### src/rtl/seg_digit_loader.sv
// ---------------------------------------------------------------------------
// seg_digit_loader
//   Converts an ASCII byte stream from the UART receiver into six committed
//   display digits. Hex characters are shifted into an edit buffer, '.' sets
//   the decimal point of the newest digit, and CR copies the edit buffer to
//   the shown digits. ESC clears the edit buffer. Any unrecognised byte
//   starts a hold timer that keeps err high.
//
// Parameters
//   ERR_HOLD   cycles err stays high after the last illegal byte (>= 1)
//   ERR_W      width of the error timer (must hold ERR_HOLD)
//
// Ports
//   clk         in   system clock, rising edge
//   rst         in   synchronous active-high reset
//   rx_data     in   received byte
//   rx_valid    in   rx_data valid (transfer when rx_valid && rx_ready)
//   rx_ready    out  loader accepts a byte this cycle
//   dig0..dig5  out  committed digits, [4]=dp, [3:0]=hex; dig0 rightmost
//   err         out  illegal byte seen within the last ERR_HOLD cycles
//   commit_cnt  out  number of commits since reset, wraps
// ---------------------------------------------------------------------------
module seg_digit_loader #(
    parameter int ERR_HOLD = 50_000_000,
    parameter int ERR_W    = 26
) (
    input  logic       clk,
    input  logic       rst,
    input  logic [7:0] rx_data,
    input  logic       rx_valid,
    output logic       rx_ready,
    output logic [4:0] dig0,
    output logic [4:0] dig1,
    output logic [4:0] dig2,
    output logic [4:0] dig3,
    output logic [4:0] dig4,
    output logic [4:0] dig5,
    output logic       err,
    output logic [7:0] commit_cnt
);

    localparam logic [ERR_W-1:0] ERR_LOAD = ERR_W'(ERR_HOLD);

    localparam logic [7:0] CH_CR  = 8'h0D;
    localparam logic [7:0] CH_LF  = 8'h0A;
    localparam logic [7:0] CH_ESC = 8'h1B;
    localparam logic [7:0] CH_DOT = 8'h2E;

    typedef enum logic [1:0] {
        ST_IDLE,
        ST_DECODE,
        ST_COMMIT
    } state_t;

    state_t           r_state;
    state_t           w_state_nxt;
    logic             r_rx_ready;
    logic [7:0]       r_byte;
    logic [5:0][4:0]  r_edit;
    logic [5:0][4:0]  r_shown;
    logic [2:0]       r_cnt;
    logic [7:0]       r_commit_cnt;
    logic [ERR_W-1:0] r_timer;

    logic             w_take;
    logic             w_is_hex;
    logic             w_illegal;
    logic [3:0]       w_nibble;

    function automatic logic is_hex(input logic [7:0] b);
        return ((b >= 8'h30) && (b <= 8'h39)) ||
               ((b >= 8'h41) && (b <= 8'h46)) ||
               ((b >= 8'h61) && (b <= 8'h66));
    endfunction

    // 'A'..'F' and 'a'..'f' both carry 1..6 in their low nibble.
    function automatic logic [3:0] hex_nibble(input logic [7:0] b);
        if (b[6]) begin
            return b[3:0] + 4'd9;
        end
        return b[3:0];
    endfunction

    assign w_take    = (r_state == ST_IDLE) && rx_valid && r_rx_ready;
    assign w_is_hex  = is_hex(r_byte);
    assign w_nibble  = hex_nibble(r_byte);
    assign w_illegal = (r_state == ST_DECODE) && !w_is_hex &&
                       (r_byte != CH_DOT) && (r_byte != CH_CR) &&
                       (r_byte != CH_LF) && (r_byte != CH_ESC);

    always_comb begin
        w_state_nxt = r_state;
        case (r_state)
            ST_IDLE: begin
                if (w_take) begin
                    w_state_nxt = ST_DECODE;
                end
            end
            ST_DECODE: begin
                if (r_byte == CH_CR) begin
                    w_state_nxt = ST_COMMIT;
                end else begin
                    w_state_nxt = ST_IDLE;
                end
            end
            ST_COMMIT: w_state_nxt = ST_IDLE;
            default:   w_state_nxt = ST_IDLE;
        endcase
    end

    always_ff @(posedge clk) begin
        if (rst) begin
            r_state    <= ST_IDLE;
            r_rx_ready <= 1'b0;
        end else begin
            r_state    <= w_state_nxt;
            // Registered so ready stays low in the cycle right after reset.
            r_rx_ready <= (w_state_nxt == ST_IDLE);
        end
    end

    always_ff @(posedge clk) begin
        if (rst) begin
            r_byte       <= '0;
            r_edit       <= '0;
            r_shown      <= '0;
            r_cnt        <= '0;
            r_commit_cnt <= '0;
        end else begin
            if (w_take) begin
                r_byte <= rx_data;
            end
            if (r_state == ST_DECODE) begin
                if (w_is_hex) begin
                    r_edit <= {r_edit[4:0], {1'b0, w_nibble}};
                    if (r_cnt != 3'd6) begin
                        r_cnt <= r_cnt + 3'd1;
                    end
                end else if (r_byte == CH_DOT) begin
                    if (r_cnt != 3'd0) begin
                        r_edit[0][4] <= 1'b1;
                    end
                end else if (r_byte == CH_ESC) begin
                    r_edit <= '0;
                    r_cnt  <= '0;
                end
            end
            if (r_state == ST_COMMIT) begin
                r_shown      <= r_edit;
                r_edit       <= '0;
                r_cnt        <= '0;
                r_commit_cnt <= r_commit_cnt + 8'd1;
            end
        end
    end

    // A new illegal byte reloads the timer even while it is still running.
    always_ff @(posedge clk) begin
        if (rst) begin
            r_timer <= '0;
        end else if (w_illegal) begin
            r_timer <= ERR_LOAD;
        end else if (r_timer != '0) begin
            r_timer <= r_timer - ERR_W'(1);
        end
    end

    assign rx_ready   = r_rx_ready;
    assign err        = (r_timer != '0);
    assign commit_cnt = r_commit_cnt;
    assign dig0       = r_shown[0];
    assign dig1       = r_shown[1];
    assign dig2       = r_shown[2];
    assign dig3       = r_shown[3];
    assign dig4       = r_shown[4];
    assign dig5       = r_shown[5];

endmodule

### config.mk
export PLATFORM = sky130hd
export DESIGN_NAME = seg_digit_loader
export DESIGN_NICKNAME = d
export VERILOG_FILES = /design/src/rtl/seg_digit_loader.sv
export SDC_FILE = /design/constraint.sdc
export NUM_CORES = 1
export LEC_CHECK = 0
export CORE_ASPECT_RATIO = 0.7
export CORE_MARGIN = 2
export CORE_UTILIZATION = 35
export CTS_CLUSTER_DIAMETER = 120
export DETAILED_ROUTE_END_ITERATION = 10
export GPL_ROUTABILITY_DRIVEN = 0
export SYNTH_ARGS = -nofsm -noshare
export SYNTH_HDL_FRONTEND = slang
export SYNTH_SLANG_ARGS = --single-unit
### constraint.sdc
create_clock -name clk -period 7 [get_ports clk]
set_clock_uncertainty 0.2 [all_clocks]
set_input_delay 1.4 -clock clk [delete_from_list [all_inputs] [get_ports clk]]
set_output_delay 1.4 -clock clk [all_outputs]
set_load 0.01 [all_outputs]
==> flow_metrics.tcl, run 1 <==
set metrics [dict create \
    crit_path_start "r_timer[19]" \
    antenna_found_initial 0 \
    holdBufCountCts 0 \
    tightestPinTransition_ns 1.29 \
    required_ns 5.40 \
    grt_pass1_vias 3583 \
    track_usage 0.148 \
    fin_util 0.423 \
    netlist_area_um2 4620 \
    cp.depth 5 \
    fillCellCount 1259 \
    synth.distinct_cells 66 \
    end_kind "output port" \
    start_kind "flop" \
    yosys_most_used_dff "dfxtp_1" \
    hpwl_um 6880 \
    cap_violations 0 \
    vias_per_cell 5.34 \
    fmax_mhz 231 \
    initial_core_util 0.355 \
    vdd_drop_max_mv 0.170 \
    postLayoutCellArea_um2 5510 \
    hold_viol_final 0 \
    synthArstFlopShare 0 \
    clk_pin_slew_ns 0.08 \
    final_nets 559 \
    post-cts-setup-buffers 0 \
    drive_gt1_frac 0.0846 \
    ys_seq_elements 108 \
    crit_type "flop to output port" \
    cp_cell_sequence "or4_4 > nor3_4 > and2_1 > inv_2 > clkdlybuf4s50_1" \
    period_minus_slack_ns 4.34 \
    r2r_cells 5 \
    pwr_density_cell_nw_per_um2 334 \
    synth_edf_count 0 \
    crit_slowest_cell "or4_4" \
    cts_sinks 108 \
    yosysWarningCount 0 \
    first_pass_iters 4 \
    fin_ws_ns 2.66 \
    ff2ff_setup_slack_ns 4.53 \
    grt_overflow 0 \
    path_delay_family "simple AND/OR/NAND/NOR gates" \
    antenna_cells 0 \
    rsz0062_at_grt "false" \
    postPlaceCellArea_um2 5200 \
    synthToLayoutAreaGrowth_pct 19.2 \
    syn_avg_cell_area_um2 9.16 \
    regArea_um2 2160 \
    netlist_instances 504 \
    cts_buffers 9 \
    syn_nets 524 \
    io_buffers 50 \
    grt_max_degree 68 \
    wl_per_cell_um 14.2 \
    multi_input_area_um2 2260 \
    drt_wl_total_um 10100 \
    critPathMaxStageDelay_ns 0.58 \
    root_buffer "clkbuf_16" \
    die_h_um 100 \
    holdCritPathClass "flop to flop" \
    seq_area_frac_synth 0.468 \
    fin_tns_setup_ns 0 \
    core_area_um2 13000 \
    crit_end "err" \
    num_rows 35 \
    drtAntennaViolNets 0 \
    clkLatencyLatePin_ns 0.35 \
    status "complete, no violations" \
    critPathArrivalTime_ns 2.74 \
    drt_iter0_markers 287 \
    h-tree-depth 3 \
    drcViolationCount 0 \
    die_x_um 141 \
    slew_viol_final 0 \
    post-route-period-util 0.619 \
    crit_fanout 13 \
    post_cts_resized 0 \
    vias 3788 \
    p_leak_nw 1.84 \
    ios 51 \
    cts_tree "done" \
    dieArea_um2 14100 \
    relSlewSlack 0.137 \
    grt_pass1_wl_um 16900 \
    rr_endpoint "r_timer[1]" \
    r2r-start "r_timer[19]" \
    path_buf_inv 2 \
    detailedPlace.worstSlack_ns 3.05 \
    setup_viol_count_final 0 \
    cts_buffer_depth 2 \
]
worst register-to-register path: stages, from the launching register on:
cell and delay [ns]:
dfxtp_1 0.34, or4_4 0.58, nor3_4 0.52, and2_1 0.37, inv_2 0.09, a211oi_1 0.28
per-stage QoR:
step | cells | total power, mW | hold WS [ns]
3_3_place_gp | 694 | 1.33 | 0.245
5_1_grt | 710 | 1.94 | 0.283
3_5_place_dp | 694 | 1.34 | 0.247
4_1_cts | 710 | 1.84 | 0.258
2_1_floorplan | 504 | 1.23 | 0.232
6_report | 710 | 1.84 | 0.255
area by class of cell:
cell class / instances / share of cell area
repair buffers: 55 / 0.0968
well taps: 166 / 0.0377
flip-flops and latches: 108 / 0.393
clock inverters: 7 / 0.0139
multi-input cells: 355 / 0.411
clock buffers: 9 / 0.0409
inverters: 10 / 0.00682
how the worst min path moves through the flow:
stage | start | to | slack, ns | cells after the start
CTS | dig2[4] | dig2[4] | 0.26 | 2
global route | dig1[0] | dig1[0] | 0.28 | 2
detailed placement | dig2[4] | dig2[4] | 0.25 | 2
global placement | dig0[4] | dig0[4] | 0.24 | 2
finish | dig3[0] | dig3[0] | 0.26 | 2
floorplan | r_edit[25] | dig5[0] | 0.23 | 2
placed cells by master, fill, tap and decap left out, types with 6 or more instances in the layout:
master,instances
nand2_1,95
a32o_1,28
a21oi_1,53
nand3_1,7
or3_1,8
o21ai_0,10
xnor2_1,17
clkbuf_16,9
dfxtp_1,108
nand2b_1,6
ha_1,9
xor2_1,6
nor2_1,25
clkdlybuf4s50_1,49
nor3_1,12
inv_1,9
sequential cells by signal (all words and copies together) (netlist names), 3 cells and up:
register / cells
dig1: 5
dig4: 5
r_edit: 30
dig0: 5
r_timer: 26
dig2: 5
r_byte: 8
dig5: 5
dig3: 5
r_cnt: 3
commit_cnt: 8
cells in the mapped netlist (4+ instances only):
cell type    n  area [um^2]
nand3_1      7         35.0
nand2_1     95          357
inv_1        9         33.8
xor2_1       6         52.6
o21ai_0     10         50.1
nor2_1      26         97.6
nand4_1      5         31.3
dfxtp_1    108         2160
nand2b_1     6         37.5
mux2i_1      5         50.1
ha_1         9          113
a32o_1      28          280
nor3_1      12         60.1
a21oi_1     53          265
a211oi_1     5         37.5
a31oi_1      4         25.0
buf_2        8         40.0
clkbuf_1    16         60.1
xnor2_1     17          149
or3_1        8         50.1
routing by layer:
layer | up-vias | routed length (um) | track usage
met5 | - | 0 | 0
met4 | 0 | 114 | 0.0485
met3 | 7 | 576 | 0.0458
met2 | 90 | 4270 | 0.223
met1 | 1802 | 5150 | 0.203
li1 | 1889 | - | -
logic make-up (layout without fill, tap and decap cells):
logic type / after synthesis / count (layout) / share of synthesized area
AND/OR/NAND/NOR: 192 / 192 / 0.215
multiplexers: 5 / 5 / 0.0108
AO/OA/AOI/OAI: 126 / 126 / 0.194
XOR/XNOR: 23 / 23 / 0.0436
buffers and inverters: 41 / 81 / 0.0434
flip-flops: 108 / 108 / 0.468
adder cells (fa/ha/maj): 9 / 9 / 0.0244
power breakdown:
part / switching (mW) / internal [mW] / leakage (nW) / total, mW
sequential: 0.0792 / 0.677 / 0.875 / 0.756
clock: 0.248 / 0.254 / 0.142 / 0.503
combinational: 0.330 / 0.249 / 0.820 / 0.579
Power figures use the tool's default switching activity.
==> run 2, diff against run 1 <==
==> constraint.sdc (replaced) <==
create_clock -name clk -period 4 [get_ports clk]
set_clock_uncertainty 0.2 [all_clocks]
set_input_delay 0.8 -clock clk [delete_from_list [all_inputs] [get_ports clk]]
set_output_delay 0.8 -clock clk [all_outputs]
set_load 0.01 [all_outputs]
==> flow_metrics.tcl, run 2 (synthesis gave the netlist of run 1 again) <==
set metrics [dict create \
    antenna_cells 0 \
    hold_viol_final 0 \
    p_leak_nw 1.86 \
    fin_tns_setup_ns 0 \
    antenna_found_initial 0 \
    wl_per_cell_um 14.2 \
    rsz0062_at_grt "false" \
    grt_max_degree 39 \
    die_x_um 141 \
    num_rows 35 \
    r2r-start "r_byte[1]" \
    vias_per_cell 5.31 \
    relSlewSlack 0.480 \
    r2r_cells 8 \
    period_minus_slack_ns 3.75 \
    largest_register_ff_count 30 \
    io_buffers 50 \
    end_kind "output port" \
    use_met3 0.0358 \
    regMostFlops "r_edit" \
    cap_violations 0 \
    slew_viol_final 0 \
    tightestPinTransition_ns 0.772 \
    ios 51 \
    detailedPlace.worstSlack_ns 0.562 \
    ff2ff_setup_slack_ns 1.46 \
    clk_pin_slew_ns 0.07 \
    synthToLayoutAreaGrowth_pct 19.9 \
    root_buffer "clkbuf_16" \
    dieArea_um2 14100 \
    drt_wl_total_um 10100 \
    cts_buffer_depth 2 \
    rr_endpoint "r_edit[25]" \
    layout_commonest_cell "dfxtp_1" \
    hold_path_depth 2 \
    grt.met2_usage 0.227 \
    crit_fanout 8 \
    cts_sinks 108 \
    hpwl_um 7050 \
    fmax_mhz 267 \
    setup_viol_count_final 0 \
    grt_pass1_vias 3587 \
    initial_core_util 0.355 \
    top_usage_layer "met2" \
    grt.met1_usage 0.214 \
    critPathArrivalTime_ns 2.75 \
    final_nets 561 \
    post-cts-setup-buffers 0 \
    crit_slowest_cell "clkdlybuf4s50_1" \
    layout.cells.non_filler 712 \
    status "complete, no violations" \
    clkPwrFrac 0.282 \
    core_area_um2 13000 \
    pwr_density_cell_nw_per_um2 594 \
    fin_ws_ns 0.252 \
    place_inst 696 \
    vias 3779 \
    start_kind "flop" \
    first_pass_iters 4 \
    internal_power_mw 2.14 \
    required_ns 3.00 \
    seqPwrFrac 0.402 \
    crit_type "flop to output port" \
    post-route-period-util 0.937 \
    drcViolationCount 0 \
    vdd_drop_max_mv 0.266 \
    combinationalPowerShare 0.316 \
    die_h_um 100 \
    drive_gt1_frac 0.0897 \
    grt_pass1_wl_um 17200 \
    layout_common_cells "dfxtp_1 (108), nand2_1 (95), a21oi_1 (53)" \
    holdCritPathClass "flop to flop" \
    critPathMaxStageDelay_ns 0.49 \
    grt_overflow 0 \
    worstHoldEndpoint "dig1[0]" \
    fillCellCount 1224 \
    largestRegisters "r_edit x30, r_timer x26" \
    hold_start "dig1[0]" \
    drtAntennaViolNets 0 \
    h-tree-depth 3 \
    cts_buffers 9 \
    cts_tree "done" \
    power.switching_mw 1.14 \
    drt_iter0_markers 208 \
    cp_cell_sequence "inv_1 > ha_1 > nor4b_4 > and4_2 > and2_1 > inv_2 > clkdlybuf4s50_1" \
    track_usage 0.150 \
    clkLatencyLatePin_ns 0.35 \
    netSwitchingFraction 0.348 \
]
## run 2: repair_timing
action                                  4_1_cts  5_1_grt
endpoints found under the setup margin        0        1
hold buffers                                  0        0
gates resized for setup                       0        1
## run 2: stage by stage
step / area (um^2) / hold slack, ns / total power, mW / util
2_1_floorplan: 4620 / 0.232 / 2.16 / -
6_report: 5540 / 0.254 / 3.29 / 0.426
3_5_place_dp: 5220 / 0.246 / 2.38 / 0.401
3_3_place_gp: 5220 / 0.244 / 2.35 / 0.401
4_1_cts: 5540 / 0.256 / 3.32 / 0.426
5_1_grt: 5540 / 0.271 / 3.48 / 0.426
## run 2: power by group through the flow
stage / logic (mW) / clock network (mW) / registers, mW
4_1_cts: 1.04 / 0.957 / 1.32
3_3_place_gp: 1.02 / 0 / 1.33
3_5_place_dp: 1.03 / 0 / 1.34
5_1_grt: 1.15 / 0.997 / 1.34
2_1_floorplan: 0.844 / 0 / 1.31
6_report: 1.04 / 0.926 / 1.32
## run 2: area by class of cell
| class | instances | area, um^2 | area share |
|---|---|---|---|
| sequential | 108 | 2160 | 0.391 |
| clock buffer | 9 | 225 | 0.0407 |
| tap | 166 | 208 | 0.0375 |
| multi-input combinational | 355 | 2260 | 0.409 |
| clock inverter | 7 | 91.3 | 0.0165 |
| timing repair buffer | 57 | 548 | 0.0990 |
| inverter | 10 | 37.5 | 0.00678 |
## run 2: worst max path at each step
| stage | slack [ns] | start | to |
|---|---|---|---|
| final | 0.25 | r_timer[0] | err |
| after global routing | 0.08 | r_timer[0] | err |
| after CTS | 0.16 | r_timer[0] | err |
| after detailed placement | 0.56 | r_timer[0] | err |
| after global placement | 0.74 | r_timer[0] | err |
| after floorplan | 1.49 | r_timer[0] | err |
## run 2: per-layer routing
layer / wire length, um / vias to the layer above
li1: - / 1896
met1: 5310 / 1803
met2: 4260 / 76
met3: 466 / 4
met4: 58 / 0
met5: 0 / -
## run 2: worst max-delay path: cells and delay by family (launching register included)
| kind | cells | cell delay [ns] |
|---|---|---|
| buf+inv | 3 | 0.68 |
| fa+ha+maj | 1 | 0.18 |
| simple gates | 3 | 1.22 |
| flops | 1 | 0.33 |
